**src/rtl/rename_pkg.sv**
```systemverilog
// Shared types and sizing for the two-wide rename stage.
//   ARCH_REGS / PHY_REGS : architectural and physical register counts
//   PHY_WIDTH / ARCH_WIDTH : tag and index widths
//   rename_slot_t : one renamed slot as held in the output register
//   PHY_ZERO : the tag permanently bound to x0
package rename_pkg;

    localparam int unsigned ARCH_REGS  = 32;
    localparam int unsigned PHY_REGS   = 64;
    localparam int unsigned PHY_WIDTH  = 6;
    localparam int unsigned ARCH_WIDTH = 5;
    localparam int unsigned FREE_WIDTH = PHY_WIDTH + 1;

    localparam logic [PHY_WIDTH-1:0] PHY_ZERO = '0;

    typedef struct packed {
        logic [PHY_WIDTH-1:0] ps1;
        logic [PHY_WIDTH-1:0] ps2;
        logic [PHY_WIDTH-1:0] pd;
        logic [PHY_WIDTH-1:0] pd_old;
        logic                 ps1_rdy;
        logic                 ps2_rdy;
    } rename_slot_t;

endpackage

```
**src/rtl/rat_table.sv**
```systemverilog
// Register alias table: ARCH_REGS entries of PHY_WIDTH-bit physical tags.
//   clk, rst       : clock, synchronous active-low reset (entry i <= i)
//   load/load_data : bulk restore of every entry (used on flush)
//   rd_addr/rd_data: four combinational source read ports
//   old_addr/old_data : two combinational reads of the current destination mapping
//   wr_en/wr_addr/wr_data : two ordered write ports; port 1 wins on a collision
module rat_table
    import rename_pkg::*;
(
    input  logic                                  clk,
    input  logic                                  rst,
    input  logic                                  load,
    input  logic [ARCH_REGS-1:0][PHY_WIDTH-1:0]   load_data,
    input  logic [3:0][ARCH_WIDTH-1:0]            rd_addr,
    output logic [3:0][PHY_WIDTH-1:0]             rd_data,
    input  logic [1:0][ARCH_WIDTH-1:0]            old_addr,
    output logic [1:0][PHY_WIDTH-1:0]             old_data,
    input  logic [1:0]                            wr_en,
    input  logic [1:0][ARCH_WIDTH-1:0]            wr_addr,
    input  logic [1:0][PHY_WIDTH-1:0]             wr_data
);

    logic [ARCH_REGS-1:0][PHY_WIDTH-1:0] table_q;

    always_ff @(posedge clk) begin
        if (!rst) begin
            for (int i = 0; i < ARCH_REGS; i++) begin
                table_q[i] <= PHY_WIDTH'(i);
            end
        end else if (load) begin
            table_q <= load_data;
        end else begin
            if (wr_en[0]) table_q[wr_addr[0]] <= wr_data[0];
            // Later assignment: slot 1 wins on a same-rd collision.
            if (wr_en[1]) table_q[wr_addr[1]] <= wr_data[1];
        end
    end

    always_comb begin
        for (int i = 0; i < 4; i++) begin
            rd_data[i] = table_q[rd_addr[i]];
        end
        for (int i = 0; i < 2; i++) begin
            old_data[i] = table_q[old_addr[i]];
        end
    end

endmodule

```
**src/rtl/rename_stage.sv**
```systemverilog
// Two-wide rename stage between decode and dispatch. Owns the speculative
// front RAT (rat_table) and the committed RAT (local array), requests free
// physical tags per destination write, returns retired old mappings to the
// free list and restores the front RAT from the committed RAT on flush.
// Optional busy table compiled in with `define RENAME_BUSY_TABLE_EN.
//   clk, rst (sync, active-low), flush
//   dec_*   : decoded group in, dec_ready = group accepted this cycle
//   fl_*    : free-list allocation request/tags and commit strobe/tags
//   ren_*   : registered renamed group out, ren_ready from dispatch
//   wb_*    : writeback tag (clears busy bit)
//   retire_*: one retirement per cycle into the committed RAT
module rename_stage
    import rename_pkg::*;
(
    input  logic                  clk,
    input  logic                  rst,
    input  logic                  flush,
    input  logic [1:0]            dec_valid,
    output logic                  dec_ready,
    input  logic [ARCH_WIDTH-1:0] dec_rs1_0,
    input  logic [ARCH_WIDTH-1:0] dec_rs2_0,
    input  logic [ARCH_WIDTH-1:0] dec_rd_0,
    input  logic [ARCH_WIDTH-1:0] dec_rs1_1,
    input  logic [ARCH_WIDTH-1:0] dec_rs2_1,
    input  logic [ARCH_WIDTH-1:0] dec_rd_1,
    input  logic [1:0]            dec_rd_wen,
    input  logic [FREE_WIDTH-1:0] fl_num_free,
    output logic [1:0]            fl_valid,
    input  logic [PHY_WIDTH-1:0]  fl_phy_new_0,
    input  logic [PHY_WIDTH-1:0]  fl_phy_new_1,
    output logic [1:0]            ren_valid,
    input  logic                  ren_ready,
    output logic [PHY_WIDTH-1:0]  ren_ps1_0,
    output logic [PHY_WIDTH-1:0]  ren_ps2_0,
    output logic [PHY_WIDTH-1:0]  ren_pd_0,
    output logic [PHY_WIDTH-1:0]  ren_pd_old_0,
    output logic [PHY_WIDTH-1:0]  ren_ps1_1,
    output logic [PHY_WIDTH-1:0]  ren_ps2_1,
    output logic [PHY_WIDTH-1:0]  ren_pd_1,
    output logic [PHY_WIDTH-1:0]  ren_pd_old_1,
    output logic                  ren_ps1_rdy_0,
    output logic                  ren_ps2_rdy_0,
    output logic                  ren_ps1_rdy_1,
    output logic                  ren_ps2_rdy_1,
    input  logic                  wb_valid,
    input  logic [PHY_WIDTH-1:0]  wb_phy,
    input  logic                  retire_valid,
    input  logic [ARCH_WIDTH-1:0] retire_rd,
    input  logic [PHY_WIDTH-1:0]  retire_pd,
    output logic                  fl_retire_valid,
    output logic [PHY_WIDTH-1:0]  fl_phy_old_commit,
    output logic [PHY_WIDTH-1:0]  fl_phy_new_commit
);

    logic                  need0, need1, fire;
    logic [FREE_WIDTH-1:0] need;
    logic [1:0]            ren_valid_q;
    rename_slot_t [1:0]    slot_q, slot_d;
    logic [3:0][PHY_WIDTH-1:0] src_tag;
    logic [1:0][PHY_WIDTH-1:0] old_tag;
    logic [3:0]            src_rdy;
    logic [ARCH_REGS-1:0][PHY_WIDTH-1:0] crat_q, crat_d;

    assign need0 = dec_valid[0] & dec_rd_wen[0] & (dec_rd_0 != '0);
    assign need1 = dec_valid[1] & dec_rd_wen[1] & (dec_rd_1 != '0);
    assign need  = FREE_WIDTH'(need0) + FREE_WIDTH'(need1);

    // rst gates fire so nothing is accepted or allocated while in reset.
    assign fire = rst & (|dec_valid) & (~(|ren_valid_q) | ren_ready)
                & (fl_num_free >= need) & ~flush;

    assign dec_ready = fire;
    assign fl_valid  = {fire & need1, fire & need0};

    // Committed RAT; the flush restore sees a same-cycle retire via crat_d.
    assign fl_retire_valid   = retire_valid & (retire_rd != '0);
    assign fl_phy_old_commit = crat_q[retire_rd];
    assign fl_phy_new_commit = retire_pd;

    always_comb begin
        crat_d = crat_q;
        if (fl_retire_valid) crat_d[retire_rd] = retire_pd;
    end

    always_ff @(posedge clk) begin
        if (!rst) begin
            for (int i = 0; i < ARCH_REGS; i++) begin
                crat_q[i] <= PHY_WIDTH'(i);
            end
        end else begin
            crat_q <= crat_d;
        end
    end

    // Entry 0 is never written (allocation and retire both skip x0), so
    // source x0 reads p0 straight from the table.
    rat_table u_front_rat (
        .clk       (clk),
        .rst       (rst),
        .load      (flush),
        .load_data (crat_d),
        .rd_addr   ({dec_rs2_1, dec_rs1_1, dec_rs2_0, dec_rs1_0}),
        .rd_data   (src_tag),
        .old_addr  ({dec_rd_1, dec_rd_0}),
        .old_data  (old_tag),
        .wr_en     ({fire & need1, fire & need0}),
        .wr_addr   ({dec_rd_1, dec_rd_0}),
        .wr_data   ({fl_phy_new_1, fl_phy_new_0})
    );

`ifdef RENAME_BUSY_TABLE_EN
    logic [PHY_REGS-1:0] busy_q, busy_vis;

    // A writeback in the same cycle is already visible to the rename.
    always_comb begin
        busy_vis = busy_q;
        if (wb_valid) busy_vis[wb_phy] = 1'b0;
        for (int i = 0; i < 4; i++) begin
            src_rdy[i] = (src_tag[i] == PHY_ZERO) | ~busy_vis[src_tag[i]];
        end
    end

    always_ff @(posedge clk) begin
        if (!rst || flush) begin
            busy_q <= '0;
        end else begin
            busy_q <= busy_vis;
            if (fire && need0) busy_q[fl_phy_new_0] <= 1'b1;
            if (fire && need1) busy_q[fl_phy_new_1] <= 1'b1;
        end
    end
`else
    logic unused_wb;
    assign unused_wb = ^{wb_valid, wb_phy};
    assign src_rdy   = '0;
`endif

    always_comb begin
        slot_d = '0;
        if (dec_valid[0]) begin
            slot_d[0].ps1     = src_tag[0];
            slot_d[0].ps2     = src_tag[1];
            slot_d[0].ps1_rdy = src_rdy[0];
            slot_d[0].ps2_rdy = src_rdy[1];
            if (need0) begin
                slot_d[0].pd     = fl_phy_new_0;
                slot_d[0].pd_old = old_tag[0];
            end
        end
        if (dec_valid[1]) begin
            slot_d[1].ps1     = src_tag[2];
            slot_d[1].ps2     = src_tag[3];
            slot_d[1].ps1_rdy = src_rdy[2];
            slot_d[1].ps2_rdy = src_rdy[3];
            // Intra-group bypass: the producer is slot 0, so never ready yet.
            if (need0 && dec_rs1_1 == dec_rd_0) begin
                slot_d[1].ps1     = fl_phy_new_0;
                slot_d[1].ps1_rdy = 1'b0;
            end
            if (need0 && dec_rs2_1 == dec_rd_0) begin
                slot_d[1].ps2     = fl_phy_new_0;
                slot_d[1].ps2_rdy = 1'b0;
            end
            if (need1) begin
                slot_d[1].pd     = fl_phy_new_1;
                slot_d[1].pd_old = (need0 && dec_rd_1 == dec_rd_0) ? fl_phy_new_0 : old_tag[1];
            end
        end
    end

    always_ff @(posedge clk) begin
        if (!rst) begin
            ren_valid_q <= '0;
            slot_q      <= '0;
        end else if (flush) begin
            ren_valid_q <= '0;
        end else if (fire) begin
            ren_valid_q <= dec_valid;
            slot_q      <= slot_d;
        end else if (ren_ready) begin
            ren_valid_q <= '0;
        end
    end

    assign ren_valid     = ren_valid_q;
    assign ren_ps1_0     = slot_q[0].ps1;
    assign ren_ps2_0     = slot_q[0].ps2;
    assign ren_pd_0      = slot_q[0].pd;
    assign ren_pd_old_0  = slot_q[0].pd_old;
    assign ren_ps1_rdy_0 = slot_q[0].ps1_rdy;
    assign ren_ps2_rdy_0 = slot_q[0].ps2_rdy;
    assign ren_ps1_1     = slot_q[1].ps1;
    assign ren_ps2_1     = slot_q[1].ps2;
    assign ren_pd_1      = slot_q[1].pd;
    assign ren_pd_old_1  = slot_q[1].pd_old;
    assign ren_ps1_rdy_1 = slot_q[1].ps1_rdy;
    assign ren_ps2_rdy_1 = slot_q[1].ps2_rdy;

endmodule

```
**config.mk**
```make
export PLATFORM = sky130hd
export DESIGN_NAME = rename_stage
export DESIGN_NICKNAME = d
export VERILOG_FILES = /design/src/rtl/rename_pkg.sv /design/src/rtl/rat_table.sv /design/src/rtl/rename_stage.sv
export SDC_FILE = /design/constraint.sdc
export NUM_CORES = 2
export LEC_CHECK = 0
export CORE_UTILIZATION = 42
export CTS_CLUSTER_DIAMETER = 30
export DETAILED_ROUTE_END_ITERATION = 10
export PLACE_DENSITY_LB_ADDON = 0.3
export SLEW_MARGIN = 20
export SYNTH_ARGS = -nofsm -noshare
export SYNTH_HDL_FRONTEND = slang
export SYNTH_HIERARCHICAL = 1
export SYNTH_SLANG_ARGS = --single-unit
export TNS_END_PERCENT = 5
```
**constraint.sdc**
```tcl
create_clock -name clk -period 11.3 [get_ports clk]
set_input_delay 2.26 -clock clk [delete_from_list [all_inputs] [get_ports clk]]
set_output_delay 2.26 -clock clk [all_outputs]
set_load 0.05 [all_outputs]
```
==> key figures <==
Floorplan
  • Initial core utilization: 0.427
  • Boundary Pins: approximately 150
  • Core Area: slightly above 70000 sq um
  • Standard-cell rows: a little under 100
  • Width of the die: about 270 um
  • Die Height: 273 um
  • Die area: 74300 sq um

Run status
  • Status: complete, no violations

GRT
  • Largest net degree at the start of global routing: 119
  • First-pass GRT wire length: 192000 um
  • Remaining Overflow, GRT: 0
  • Number of global-route vias before repair: 27464
  • Initial antenna violation count: 5
  • GRT Overall Usage: 0.355

Synth
  • Synth async-reset ratio: 0
  • Synth warn: 6
  • Area leader, netlist: mux4_2
  • EDFF count, synth: 0
  • Mapped Avg Cell Area: 10.7 sq um
  • Flops & latches, synth: 434
  • Post-Synthesis Cell Area: ~31000 sq um
  • Sequential area share after synthesis: 0.282
  • Post-synth top flop: dfxtp_1
  • Synth cell types: a little under 60
  • Cells after Synth: 2885
  • Yosys top cell area share: 0.299
  • Synth top area cells: mux4_2 (30%), dfxtp_1 (28%), mux2_2 (8.1%)

STA
  • Final Setup Violations: 0
  • RSZ-0062 raised after global routing: false
  • Min Clock Period, post-route: 9.17 ns
  • Worst Tran Pin Value: 1.35 ns
  • Fin. max-slew vios: 0
  • Period utilisation layout: 0.811
  • Final hold slack: 0.450 ns
  • Slew HR: 0.0992
  • Setup tns final: 0 ns
  • Final Hold Vio Count: 0
  • Final Skew: 0.0413 ns
  • Fmax: 109 MHz

Power
  • Maximum VDD drop: 0.143 mV
  • Flop pwr share: 0.296
  • Logic gate share of total power: 0.122
  • Switching share of power: 0.268
  • Psw: 1.46 mW
  • Clock power frac: 0.582
  • Pint: around 4.0 mW
  • Pwr/cell area: around 150 nW/um^2
  • Leakage: 12.5 nW

Placed design
  • Inst Count DP: 3699
  • RD Place Congestion: ~1.1
  • IO Port Bufs: 134
  • Post-DP HPWL: 90200 um

Cells and area
  • Final core area utilization: 0.500
  • Area added between synthesis and finish: 16.9%
  • Share of cells above drive strength 1: 0.339
  • Finished Layout Cells: 3896
  • Net count, final: 2934

Drt
  • DR iter-0 viols: roughly 4500
  • Wire length per cell: roughly 34 um
  • # DRC: 0
  • Vias per cell: 7.23
  • Routed wire length: 134000 um
  • Final ANT Viol Nets: 0
  • Total vias in the final route: 28186
  • Initial DRT Pass Iterations: 7

CTS
  • Post-CTS Setup Repair Bufs: 0
  • Root Buffer: clkbuf_16
  • CTS sink count: 434
  • CTS H-Tree Depth: 3
  • Post-CTS Resized: 0
  • Worst skew pair latency: 0.68 ns
  • CTS tree: yes
  • Clk buf depth: 3
  • Worst-path clk slew: 0.05 ns
  • Hold Buf Count CTS: 0
  • TritonCTS buffer count: between 100 and 150

Setup path
  • Worst setup EP type: primary output
  • Cells on worst reg2reg path: 11
  • RR Startpoint: ren_valid[1]$_SDFFE_PP0P_
  • R2R Setup Slk: roughly 7.4 ns
  • Crit start category: input pin
  • WP data arrival: 6.91 ns
  • CP Max Fanout: 35
  • Crit path cell chain: clkdlybuf4s50_1 -> buf_4 -> or4_1 -> o211ai_2 -> buf_4 -> inv_1 -> ha_1 -> ha_1 -> nand2b_1 -> a2111o_1 -> nand2_2 -> inv_2 -> nand2_1 -> inv_1 -> clkdlybuf4s50_1
  • Req. time, crit path: about 9.0 ns
  • WS Path Type: input pin to primary output
  • Worst r2r dst: u_front_rat/table_q[46]$_SDFF_PN0_
  • Slowest-stage cell, CP: clkdlybuf4s50_1
  • CP max stage delay: 0.83 ns

Run
  • Max-Cap Viols: 0

Hold path
  • Worst Hold Class: flip-flop to flip-flop
  • Hold path startpoint: ren_pd_0[5]$_SDFFE_PN0P_
  • Hold EP: ren_pd_0[5]$_SDFFE_PN0P_
  • Worst Hold Path Cells: 2
## Yosys cell counts (3+ instances only)
cell type / instances
a211oi_1: 115
a21boi_1: 3
a21oi_1: 40
a221oi_1: 66
a311oi_1: 3
and2_1: 121
and3_1: 110
and4b_1: 6
and4bb_2: 3
buf_1: 41
buf_2: 46
buf_4: 11
buf_6: 19
clkbuf_1: 204
dfxtp_1: 434
ha_1: 3
inv_1: 5
mux2_2: 222
mux2i_1: 18
mux4_2: 408
nand2_1: 192
nand2b_1: 9
nand3_1: 152
nand3b_1: 5
nand4b_1: 6
nand4bb_1: 4
nor2_1: 134
nor2b_1: 14
nor3_1: 3
nor4_1: 6
nor4_4: 3
nor4bb_1: 3
o21ai_0: 188
o21ai_1: 36
o22ai_1: 32
o2bb2ai_1: 18
o311ai_1: 78
or2_2: 82
xnor2_1: 9
xor2_1: 6
## worst max-delay path, delay by kind of cell
kind,cells,cell delay [ns]
simple gates,4,1.02
compound gates,2,0.30
buf+inv,7,2.70
fa+ha+maj,2,0.62
## power by group through the flow
stage          registers [mW]  clock network (mW)  logic (mW)
5_1_grt                  1.61                3.29       0.681
6_report                 1.61                3.18       0.669
3_3_place_gp             1.64                   0       0.634
3_5_place_dp             1.64                   0       0.642
4_1_cts                  1.61                3.19       0.644
2_1_floorplan            1.63                   0       0.410
## layout make-up
| class | count | area (sq um) |
|---|---|---|
| Multi-Input combinational cell | 2127 | 20700 |
| Fill cell | 6298 | 36000 |
| Clock inverter | 59 | 836 |
| Tap cell | 950 | 1190 |
| Antenna cell | 4 | 10.0 |
| Timing Repair Buffer | 183 | 1620 |
| Sequential cell | 434 | 8690 |
| Clock buffer | 133 | 2920 |
| Inverter | 6 | 22.5 |
## sequential cells by signal, indices dropped and copies added (netlist names)
signal,flops
crat_q,192
u_front_rat/table_q,192
ren_pd_0,6
ren_pd_1,6
ren_pd_old_0,6
ren_pd_old_1,6
ren_ps1_0,6
ren_ps1_1,6
ren_ps2_0,6
ren_ps2_1,6
ren_valid,2
## stage by stage
| step | power [mW] | setup WS, ns | instance area (sq um) |
|---|---|---|---|
| 2_1_floorplan | 2.04 | 3.69 | 30800 |
| 3_3_place_gp | 2.27 | 2.25 | 32200 |
| 3_5_place_dp | 2.28 | 2.20 | 32200 |
| 4_1_cts | 5.45 | 2.18 | 35900 |
| 5_1_grt | 5.58 | 1.92 | 36000 |
| 6_report | 5.46 | 2.13 | 36000 |
## metal layers
metal | track usage | share of wire | wire (um)
met1 | 0.436 | 0.35 | 46900
met2 | 0.531 | 0.44 | 58800
met3 | 0.112 | 0.13 | 16800
met4 | 0.243 | 0.085 | 11400
met5 | 0.00642 | 0.00077 | 103
## logic make-up (layout without fill, tap and decap cells)
family                   after synthesis  in the layout  synth area share
multiplexers                         648            648             0.386
buffers and inverters                327            381            0.0477
AND/OR/NAND/NOR                      871            871             0.151
adder cells (fa/ha/maj)                3              3           0.00122
other                                  1              8          0.000122
XOR/XNOR                              15             15           0.00427
AO/OA/AOI/OAI                        586            586             0.128
flip-flops                           434            434             0.282
## placed cells by master, fill, tap and decap left out, drive strengths merged, types with 75 or more instances in the layout
| master | n |
|---|---|
| clkbuf | 136 |
| buf | 75 |
| mux2 | 222 |
| o311ai | 80 |
| or2 | 82 |
| and3 | 110 |
| dfxtp | 434 |
| nor2 | 135 |
| and2 | 121 |
| nand3 | 152 |
| o21ai | 224 |
| mux4 | 408 |
| nand2 | 193 |
| a211oi | 115 |
| clkdlybuf4s50 | 105 |
## worst max-delay path by stage
| stage | from | to | slack [ns] |
|---|---|---|---|
| after global placement | dec_rd_0[3] | fl_valid[1] | 2.25 |
| after detailed placement | dec_rd_0[3] | fl_valid[1] | 2.20 |
| after floorplan | dec_rd_0[1] | fl_valid[0] | 3.69 |
| after global routing | dec_rd_0[3] | fl_valid[1] | 1.92 |
| final | dec_rd_0[3] | fl_valid[1] | 2.13 |
| after CTS | dec_rd_0[3] | fl_valid[1] | 2.18 |
No activity file was read; power rests on OpenSTA's default activity.
